File: src/rtl/cpu_pkg.sv
// Shared CPU-side definitions: loader state encoding and default bus widths.
package cpu_pkg;

    localparam int unsigned ADDR_W_DEF = 4;
    localparam int unsigned DATA_W_DEF = 8;

    // A length byte of zero requests a full-memory load.
    localparam bit LEN_ZERO_MEANS_DEPTH = 1'b1;

    typedef enum logic [2:0] {
        IDLE,
        LEN,
        DATA,
        WRITE,
        CSUM,
        FINISH
    } state_e;

endpackage

File: src/rtl/program_loader.sv
// Streams a length-prefixed program from the host into program RAM, holding the CPU in halt.
// Optional trailing checksum byte enabled by PROGRAM_LOADER_CHECKSUM_EN.
module program_loader
    import cpu_pkg::*;
#(
    parameter int unsigned ADDR_W = ADDR_W_DEF,
    parameter int unsigned DATA_W = DATA_W_DEF
) (
    input  logic              clk,
    input  logic              rst,
    input  logic              start,
    input  logic [DATA_W-1:0] in_data,
    input  logic              in_valid,
    output logic              in_ready,
    output logic              wr_en,
    output logic [ADDR_W-1:0] wr_addr,
    output logic [DATA_W-1:0] wr_data,
    output logic              cpu_halt,
    output logic              busy,
    output logic              done,
    output logic              error
);

    localparam int unsigned DEPTH = 2 ** ADDR_W;
    localparam int unsigned CNT_W = ADDR_W + 1;

`ifdef PROGRAM_LOADER_CHECKSUM_EN
    localparam state_e AFTER_LAST = CSUM;
`else
    localparam state_e AFTER_LAST = FINISH;
`endif

    state_e            state_q, state_d;
    logic [CNT_W-1:0]  count_q, count_d;
    logic [ADDR_W-1:0] addr_q, addr_d;
    logic [ADDR_W-1:0] wr_addr_q, wr_addr_d;
    logic [DATA_W-1:0] wr_data_q, wr_data_d;
    logic              error_q, error_d;
    logic              accept;
`ifdef PROGRAM_LOADER_CHECKSUM_EN
    logic [DATA_W-1:0] csum_q, csum_d;
`endif

    assign in_ready = (state_q == LEN) || (state_q == DATA) || (state_q == CSUM);
    assign accept   = in_valid && in_ready;
    assign wr_en    = (state_q == WRITE);
    assign cpu_halt = (state_q != IDLE);
    assign busy     = cpu_halt;
    assign done     = (state_q == FINISH);
    assign error    = error_q;
    assign wr_addr  = wr_addr_q;
    assign wr_data  = wr_data_q;

    always_comb begin
        state_d   = state_q;
        count_d   = count_q;
        addr_d    = addr_q;
        wr_addr_d = wr_addr_q;
        wr_data_d = wr_data_q;
        error_d   = 1'b0;
`ifdef PROGRAM_LOADER_CHECKSUM_EN
        csum_d    = csum_q;
`endif
        case (state_q)
            IDLE: begin
                if (start) begin
                    addr_d  = '0;
`ifdef PROGRAM_LOADER_CHECKSUM_EN
                    csum_d  = '0;
`endif
                    state_d = LEN;
                end
            end
            LEN: begin
                if (accept) begin
                    if (in_data == '0) begin
                        if (LEN_ZERO_MEANS_DEPTH) begin
                            count_d = CNT_W'(DEPTH);
                            state_d = DATA;
                        end else begin
                            state_d = FINISH;
                        end
                    end else if (in_data > DATA_W'(DEPTH)) begin
                        error_d = 1'b1;
                        state_d = IDLE;
                    end else begin
                        count_d = CNT_W'(in_data);
                        state_d = DATA;
                    end
                end
            end
            DATA: begin
                if (accept) begin
                    wr_data_d = in_data;
                    wr_addr_d = addr_q;
`ifdef PROGRAM_LOADER_CHECKSUM_EN
                    csum_d    = csum_q + in_data;
`endif
                    state_d   = WRITE;
                end
            end
            WRITE: begin
                addr_d  = addr_q + 1'b1;
                count_d = count_q - 1'b1;
                state_d = (count_q == CNT_W'(1)) ? AFTER_LAST : DATA;
            end
`ifdef PROGRAM_LOADER_CHECKSUM_EN
            CSUM: begin
                if (accept) begin
                    if (in_data == csum_q) begin
                        state_d = FINISH;
                    end else begin
                        error_d = 1'b1;
                        state_d = IDLE;
                    end
                end
            end
`endif
            FINISH:  state_d = IDLE;
            default: state_d = IDLE;
        endcase
    end

    always_ff @(posedge clk or negedge rst) begin
        if (!rst) begin
            state_q   <= IDLE;
            count_q   <= '0;
            addr_q    <= '0;
            wr_addr_q <= '0;
            wr_data_q <= '0;
            error_q   <= 1'b0;
`ifdef PROGRAM_LOADER_CHECKSUM_EN
            csum_q    <= '0;
`endif
        end else begin
            state_q   <= state_d;
            count_q   <= count_d;
            addr_q    <= addr_d;
            wr_addr_q <= wr_addr_d;
            wr_data_q <= wr_data_d;
            error_q   <= error_d;
`ifdef PROGRAM_LOADER_CHECKSUM_EN
            csum_q    <= csum_d;
`endif
        end
    end

endmodule

File: config.mk
export PLATFORM = sky130hd
export DESIGN_NAME = program_loader
export DESIGN_NICKNAME = d
export VERILOG_FILES = /design/src/rtl/cpu_pkg.sv /design/src/rtl/program_loader.sv
export SDC_FILE = /design/constraint.sdc
export NUM_CORES = 1
export LEC_CHECK = 0
export CAP_MARGIN = 25
export CORE_ASPECT_RATIO = 2
export CORE_MARGIN = 2
export CORE_UTILIZATION = 46
export CTS_BUF_LIST = sky130_fd_sc_hd__clkbuf_2
export CTS_CLUSTER_SIZE = 28
export DETAILED_ROUTE_END_ITERATION = 8
export PLACE_DENSITY = 0.84
export RECOVER_POWER = 100
export SYNTH_ARGS = -nofsm -noshare
export SYNTH_HDL_FRONTEND = slang
export SYNTH_SLANG_ARGS = --single-unit
File: constraint.sdc
create_clock -name clk -period 1.68 [get_ports clk]
set_clock_uncertainty 0.1 [all_clocks]
set_input_delay 0.42 -clock clk [delete_from_list [all_inputs] [get_ports clk]]
set_output_delay 0.42 -clock clk [all_outputs]
set_load 0.05 [all_outputs]
# == Word-level counts from Yosys, hierarchy flattened ==
# Cells that the tools add are included.
# op_classes
n_reduce_logical,12
add_sub_neg,2
eq_ne,10
magnitude_cmp,1
n_mux,17
# op_table
cell,count
5-bit two-way mux,3
3-bit two-way mux,4
3-bit case mux with 4 select lines,1
5-bit case mux with 2 select lines,1
"8-bit by 5-bit > comparator with 1-bit output, second input constant",1
8-bit logical NOT,1
4-bit case mux with 2 select lines,1
"3-bit by 2-bit equality test with 1-bit output, second input constant",2
"3-bit equality test, second input constant",2
"2-bit inequality test, second input constant",3
3-bit AND reduction,2
"5-bit by 1-bit equality test with 1-bit output, second input constant",1
"5-bit by 1-bit subtractor with 5-bit output, second input constant",1
"4-bit by 1-bit adder with 4-bit output, second input constant",1
1-bit two-way mux,4
2-bit two-way mux,2
4-bit two-way mux,1
2-bit AND reduction,2
2-bit nonzero test,2
"3-bit by 1-bit equality test with 1-bit output, second input constant",1
3-bit logical NOT,1
"3-bit inequality test, second input constant",1
3-bit nonzero test,1
1-bit logical OR,2
1-bit logical AND,1
# word_totals
in_bits,12
reg_bits,25
wordCells,48

# == Depth between registers and ports, before layout ==
# Gate-level depths: netlist of the first run.
# logic_depth
ltp_word,6
mapped_depth,6
depth_no_buf,6

# == Worst setup path after synthesis of the first run ==
# Ideal clock, no wire load.
# synth_timing
path_type,register to output
from,register state_q[1]
to,output cpu_halt
setup_slack_ns,-0.298
arrival_time_ns,1.458
stages_incl_launch_ff,4
t_required_ns,1.160
cell_sequence,dfrtp_1 clkbuf_8 or3_1 buf_4
# synth_via
elab_chain_cells,1
# synth_rtl
item,line,source
start: declaration,program_loader.sv:33,"state_e state_q, state_d;"
start signal: assignment,program_loader.sv:136,state_q <= state_d;
3-bit nonzero test,program_loader.sv:47,assign cpu_halt = (state_q != IDLE);
end: declaration,program_loader.sv:18,"output logic cpu_halt,"
# No other way between the ends.

# == Worst setup path in the final report of the first run ==
# layout_timing
from,register state_q[2]
to,output in_ready
# layout_via
elab_chain_cells,3
# layout_rtl
item,line,source
3-bit by 1-bit equality test with 1-bit output / 3-bit by 2-bit equality test with 1-bit output (equally long branches),program_loader.sv:44,assign in_ready = (state_q == LEN) || (state_q == DATA) || (state_q == CSUM);
1-bit logical OR,program_loader.sv:44,
1-bit logical OR (*),program_loader.sv:44,
end: declaration,program_loader.sv:14,"output logic in_ready,"
# Every way passes the cells marked *; elsewhere a longest branch is shown, timed or not.

==> flow_metrics.env, run 1 <==
export IMPL_outcome="finished with violations"
export IMPL_violations="negative setup slack"
export IMPL_synth_top_area_frac=0.4713
export IMPL_hold_buffers=0
export IMPL_hold_path_startpoint="in_data[5]"
export IMPL_timing_hold_ws_ns=0.3094
export IMPL_synth_xor_area_frac=0.006598
export IMPL_power_switching_mw=2.239
export IMPL_clockRootBuffer="clkbuf_2"
export IMPL_muxShareOfSynthArea=0.1103
export IMPL_path_buf_inv=2
export IMPL_htree_num_levels=1
export IMPL_fin_cells=215
export IMPL_p_leak_nw=1.057
export IMPL_worst_slew_pin_slew_ns=0.6428
export IMPL_dp_cells=200
export IMPL_final_setup_viol_count=18
export IMPL_power_mw=4.848
export IMPL_crit_type="flip-flop to output port"
export IMPL_holdPathEnd="wr_data[5]"
export IMPL_diodes=0
export IMPL_clock_path_buffers=2
export IMPL_avgSynthCellArea_um2=10.88
export IMPL_place_hpwl_um=2820
export IMPL_dieHeight_um=79.97
export IMPL_antenna_found_initial=0
export IMPL_wl_um=5024
export IMPL_r2r_cells=7
export IMPL_rr_startpoint="state_q[1]"
export IMPL_postRouteAntennaNets=0
export IMPL_end_kind="output port"
export IMPL_routed_via_density=6.437
export IMPL_cp_max_fo=4
export IMPL_grt_overflow_total=0
export IMPL_p_int_mw=2.608
export IMPL_synth_seq_cells=25
export IMPL_arrival_ns=1.56
export IMPL_grt_pass1_wl_um=7527
export IMPL_grtUsageTotal=0.3036
export IMPL_place_ws_ns=-0.4579
export IMPL_max_freq_ghz=0.4813
export IMPL_synth_seq_area_share=0.4713
export IMPL_yosys_warnings=0
export IMPL_switching_share=0.4619
export IMPL_clockPowerShare=0.055
export IMPL_comb_power_share=0.700
export IMPL_grt_max_degree=26
export IMPL_path_depth=4
export IMPL_core_area_um2=2736
export IMPL_cts_sinks=25
export IMPL_tritoncts="built"
export IMPL_die_area_um2=3358
export IMPL_synth_most_common_cell="dfrtp_1"
export IMPL_relSlewSlack=0.5714
export IMPL_io_buffers=29
export IMPL_cts_buffers=3
export IMPL_critPathRequiredTime_ns=1.16
export IMPL_initial_core_util=0.4851
export IMPL_postSynthCellCount=122
export IMPL_synth_compound_area_frac=0.1734
export IMPL_drt_first_pass_iters=5
export IMPL_synthTopCellsByArea="dfrtp_1, mux2_2, a21oi_1"
export IMPL_die_w_um=41.99
export IMPL_min_path_type="input port to flip-flop"
export IMPL_drcViolationCount=0
export IMPL_cp_cell_sequence="buf_6 > xor2_2 > mux2_4 > buf_12"
export IMPL_slowest_delay_ns=0.46
export IMPL_clkTransAtPathRegs_ns=0.28
export IMPL_synth_simple_area_share=0.1593
export IMPL_first_global_vias=1513
export IMPL_synth_ff_type="dfrtp_1"
export IMPL_r2r_slack_ns=-0.15
export IMPL_start_kind="flip-flop"
export IMPL_cp_slowest_cell="dfrtp_1"
export IMPL_synth_edf_count=0
export IMPL_drv_slew=0
export IMPL_cellPowerDensity_nw_per_um2=2100
export IMPL_area_growth_syn_to_layout_pct=73.89
export IMPL_fin_ws_ns=-0.3977
export IMPL_drtIter0Drc=50
export IMPL_io_pins=30
export IMPL_synth_distinct_cells=39
export IMPL_power_frac_seq=0.245
export IMPL_rsz0062_at_grt="true"
export IMPL_asyncSetResetFlopFracSynth=1.000
export IMPL_insertion_delay_ns=0.39
export IMPL_nets=202
export IMPL_synth_fa_ha_area_frac=0.02828
export IMPL_synth_common_cells="dfrtp_1, mux2_2, a21oi_1"
export IMPL_post_synth_top_area_cell="dfrtp_1"
export IMPL_synthesis_area_um2=1328
export IMPL_rows=27
export IMPL_worst_r2r_endpoint="wr_data[7]"
export IMPL_period_needed_ns=2.078
export IMPL_peakVddDrop_mv=1.473
export IMPL_num_vias=1384
export IMPL_synth_top_family_by_area="compound AO/OA/AOI/OAI gates"
export IMPL_post_drt_wl_per_cell_um=23.37
export IMPL_crit_family="flip-flops"
export IMPL_gp_congestion=0.8979
export IMPL_synthesis_nets=137
export IMPL_hold_depth=2
export IMPL_layout_drive_gt1_share=0.5000
export IMPL_fin_crit_sh=1.237
export IMPL_hold_viol_final=0
export IMPL_final_setup_tns_ns=-3.664
export IMPL_critPathLaunch="state_q[2]"
export IMPL_drv_cap=0
per-stage QoR:
step	utilization	cell area, µm²
4_1_cts	0.8070	2208
2_1_floorplan	-	1353
3_3_place_gp	0.7275	1991
3_5_place_dp	0.7275	1991
5_1_grt	0.8436	2308
6_report	0.8436	2308
per-layer routing:
layer | share of wire | up-vias | global-route usage
li1 | - | 583 | -
met1 | 0.31 | 675 | 0.2996
met2 | 0.57 | 92 | 0.5641
met3 | 0.058 | 34 | 0.05204
met4 | 0.061 | 0 | 0.1871
met5 | 0 | - | 0
registers in the layout (all words and copies together), names as in the netlist:
register  cells
addr_q        4
wr_data       8
wr_addr       4
error         1
count_q       5
state_q       3
power by group through the flow:
stage          clock network [mW]  registers, mW  logic (mW)
2_1_floorplan                   0           1.54        1.10
3_3_place_gp                    0           1.11        2.73
3_5_place_dp                    0           1.15        2.80
4_1_cts                     0.258           1.17        3.16
5_1_grt                     0.293           1.21        3.55
6_report                    0.266           1.19        3.39
logic make-up (layout without fill, tap and decap cells):
logic type	after synthesis	in the layout
XOR/XNOR	1	1
AO/OA/AOI/OAI	33	33
multiplexers	13	13
adder cells (fa/ha/maj)	3	3
buffers and inverters	13	77
flip-flops	25	25
AND/OR/NAND/NOR	34	34
timing repair:
action | in CTS | in global routing
endpoints found under the setup margin | 16 | 23
pin swaps | 4 | 10
endpoints found under the hold margin | 0 | 0
resized for setup | 38 | 15
buffers inserted | 7 | 3
cloned | 0 | 1
how the worst max path moves through the flow:
stage and to:
2_1_floorplan count_q[4], 3_3_place_gp count_q[2], 3_5_place_dp count_q[2], 4_1_cts in_ready
5_1_grt in_ready, 6_report in_ready
cell type report:
type,instances,area [µm²]
Sequential cell,25,626.9
Tap cell,29,36.28
Fill cell,129,427.9
Multi-Input combinational cell,84,804.5
Inverter,7,30.03
Clock buffer,3,15.01
Timing Repair Buffer,66,788.3
Clock inverter,1,7.507
layout by cell type (no fill, tap or decap), types with 3 or more instances in the layout:
cell	Yosys	final
buf_4	2	25
dfrtp_1	25	24
buf_12	0	17
mux2_4	0	13
a21oi_1	11	11
nor2_1	7	7
buf_6	0	7
nand3_1	6	6
inv_1	6	5
and3_4	0	4
clkbuf_2	0	4
clkdlybuf4s50_1	0	4
o21ai_0	5	3
ha_1	3	3
dlygate4sd2_1	0	3
dlymetal6s2s_1	0	3
Power figures use the tool's default switching activity.
==> inputs of run 2 (changes only) <==
Settings changed: GPL_ROUTABILITY_DRIVEN set to 1.
==> results of run 2 <==
Final layout, timing and power as in run 1 (identical DEF).
==> inputs of run 3 (changes only) <==
Settings changed: ABC_AREA set to 1.
==> run 3 against run 2 <==
The run still ends with negative setup slack left. Die area is 3.0% lower. Critical path depth shrank 1. Power shrank 15%. Area after synthesis decreased by 3.2%. Final cell count up 12%. Largest cell class is now sequential cells. Via count down 5.9%. Critical endpoint is now done. Maximum frequency increased by 8.4%. Core utilization decreased by 11 points. First-iteration DRC count is 4.0% lower.
==> flow_metrics.env, run 3 <==
export IMPL_synth_seq_cells=25
export IMPL_worst_slew_pin_slew_ns=0.6360
export IMPL_period_needed_ns=1.917
export IMPL_synth_seq_area_share=0.4869
export IMPL_min_path_type="input port to async pin"
export IMPL_cellPowerDensity_nw_per_um2=2093
export IMPL_synth_ff_type="dfrtp_1"
export IMPL_r2r_slack_ns=0.19
export IMPL_io_buffers=29
export IMPL_insertion_delay_ns=0.40
export IMPL_grt_max_degree=26
export IMPL_critPathRequiredTime_ns=1.16
export IMPL_fillCellCount=184
export IMPL_fin_crit_sh=1.141
export IMPL_grtUsageTotal=0.2430
export IMPL_diodes=0
export IMPL_synth_simple_area_share=0.2648
export IMPL_end_kind="output port"
export IMPL_violations="negative setup slack"
export IMPL_core_area_um2=2703
export IMPL_peakVddDrop_mv=1.350
export IMPL_post_synth_top_area_cell="dfrtp_1"
export IMPL_clockRootBuffer="clkbuf_2"
export IMPL_postRouteAntennaNets=0
export IMPL_layout_drive_gt1_share=0.2844
export IMPL_postSynthCellCount=164
export IMPL_start_kind="flip-flop"
export IMPL_area_growth_syn_to_layout_pct=53.55
export IMPL_grt_pass1_wl_um=5278
export IMPL_clock_path_buffers=2
export IMPL_synth_xor_area_frac=0.006816
export IMPL_crit_type="flip-flop to output port"
export IMPL_final_setup_viol_count=5
export IMPL_final_setup_tns_ns=-1.017
export IMPL_asyncSetResetFlopFracSynth=1.000
export IMPL_initial_core_util=0.4755
export IMPL_place_hpwl_um=2640
export IMPL_synthTopCellsByArea="dfrtp_1, nand2_1, o21ai_1"
export IMPL_hold_buffers=0
export IMPL_largest_reg_flops=8
export IMPL_synth_top_family_by_area="simple AND/OR/NAND/NOR gates"
export IMPL_grt_overflow_total=0
export IMPL_drv_cap=0
export IMPL_rr_startpoint="count_q[1]"
export IMPL_p_leak_nw=1.001
export IMPL_cp_max_fo=6
export IMPL_power_mw=4.130
export IMPL_cts_sinks=25
export IMPL_gp_congestion=0.8338
export IMPL_drcViolationCount=0
export IMPL_tritoncts="built"
export IMPL_avgSynthCellArea_um2=7.835
export IMPL_synth_most_common_cell="nand2_1"
export IMPL_drt_first_pass_iters=4
export IMPL_synth_distinct_cells=20
export IMPL_relSlewSlack=0.5760
export IMPL_num_vias=1303
export IMPL_arrival_ns=1.40
export IMPL_outcome="finished with violations"
export IMPL_synthesis_area_um2=1285
export IMPL_final_common_cell="nand2_1"
export IMPL_htree_num_levels=1
export IMPL_synth_fa_ha_area_frac=0.02921
export IMPL_place_ws_ns=-0.1424
export IMPL_drv_slew=0
export IMPL_critPathLaunch="state_q[0]"
export IMPL_synth_edf_count=0
export IMPL_first_global_vias=1238
export IMPL_final_cell_mix="nand2_1, dfrtp_1, buf_12, inv_1, buf_4"
export IMPL_wl_um=3462
export IMPL_dieHeight_um=78.75
export IMPL_max_freq_ghz=0.5216
export IMPL_muxShareOfSynthArea=0
export IMPL_cts_buffers=3
export IMPL_synth_top_area_frac=0.4869
export IMPL_die_area_um2=3258
export IMPL_clkTransAtPathRegs_ns=0.26
export IMPL_fin_ws_ns=-0.2372
export IMPL_yosys_warnings=0
export IMPL_synthesis_nets=179
export IMPL_drtIter0Drc=48
export IMPL_hold_viol_final=0
export IMPL_die_w_um=41.37
export IMPL_synth_common_cells="nand2_1, dfrtp_1, inv_1"
export IMPL_routed_via_density=5.429
export IMPL_antenna_found_initial=0
export IMPL_synth_compound_area_frac=0.1217
export IMPL_rows=27
export IMPL_timing_hold_ws_ns=0.4132
export IMPL_post_drt_wl_per_cell_um=14.43
export IMPL_utilization=0.7301
export IMPL_rsz0062_at_grt="true"
export IMPL_io_pins=30
export IMPL_nets=227
-- run 3: cell count changes after synthesis, moves of 7 or more --
cell / previous run / this run
mux2_2: 13 / 0
a21oi_1: 11 / 3
nand2_1: 2 / 50
inv_1: 6 / 17
o21ai_1: 0 / 14
inv_2: 1 / 8
-- run 3: cell families (layout without fill, tap and decap cells) --
| group | Yosys count | count (layout) |
|---|---|---|
| and+or+nand+nor | 78 | 78 |
| DFF | 25 | 25 |
| adders and majority gates | 3 | 3 |
| AOI/OAI and AO/OA | 29 | 29 |
| buffers and inverters | 28 | 75 |
| xor gates and xnor gates | 1 | 1 |
-- run 3: final timing paths --
| kind | depth (start not counted) | to |
|---|---|---|
| hold reg to reg | 2 | count_q[4] |
| hold / removal | 2 | wr_data[3] |
| max in group asynchronous | 2 | state_q[2] |
| setup reg to reg | 7 | state_q[1] |
| setup / recovery | 3 | done |
| min in group clk | 2 | count_q[4] |
-- run 3: worst max-delay path: stages, from the launching register on --
cell	delay (ns)
dfrtp_2	0.49
inv_4	0.08
nor3_2	0.25
buf_12	0.18
-- run 3: repair_timing --
item,in CTS,in global routing
endpoints found under the setup margin,5,5
pin swaps,0,1
gates resized for setup,5,4
buffers inserted,3,1
gates cloned,0,0
-- run 3: stage by stage --
step                      cells  instance area, µm²
after detailed placement    232                1889
final                       240                1973
after global placement      232                1889
after CTS                   239                1948
after floorplan             164                1295
after global routing        240                1973
-- run 3: metal layers --
| layer | vias up | global-route usage | part of all wire |
|---|---|---|---|
| met3 | 15 | 0.03073 | 0.036 |
| met2 | 54 | 0.4234 | 0.59 |
| li1 | 615 | - | - |
| met5 | - | 0 | 0 |
| met1 | 619 | 0.2420 | 0.33 |
| met4 | 0 | 0.1516 | 0.038 |
-- run 3: power by group --
| group | switching [mW] | total [mW] | internal (mW) |
|---|---|---|---|
| clock | 0.214 | 0.276 | 0.0623 |
| sequential | 0.286 | 1.13 | 0.849 |
| combinational | 1.51 | 2.72 | 1.21 |
| total | 2.01 | 4.13 | 2.12 |
-- run 3: cell type report --
class,count,area (µm²),share of cell area
clock buffer,3,15.01,0.007609
clock inverter,1,8.758,0.004439
inverter,25,103.9,0.05263
multi-input combinational,111,573.1,0.2904
sequential,25,628.1,0.3183
tap,29,36.28,0.01839
timing repair buffer,46,608.1,0.3082
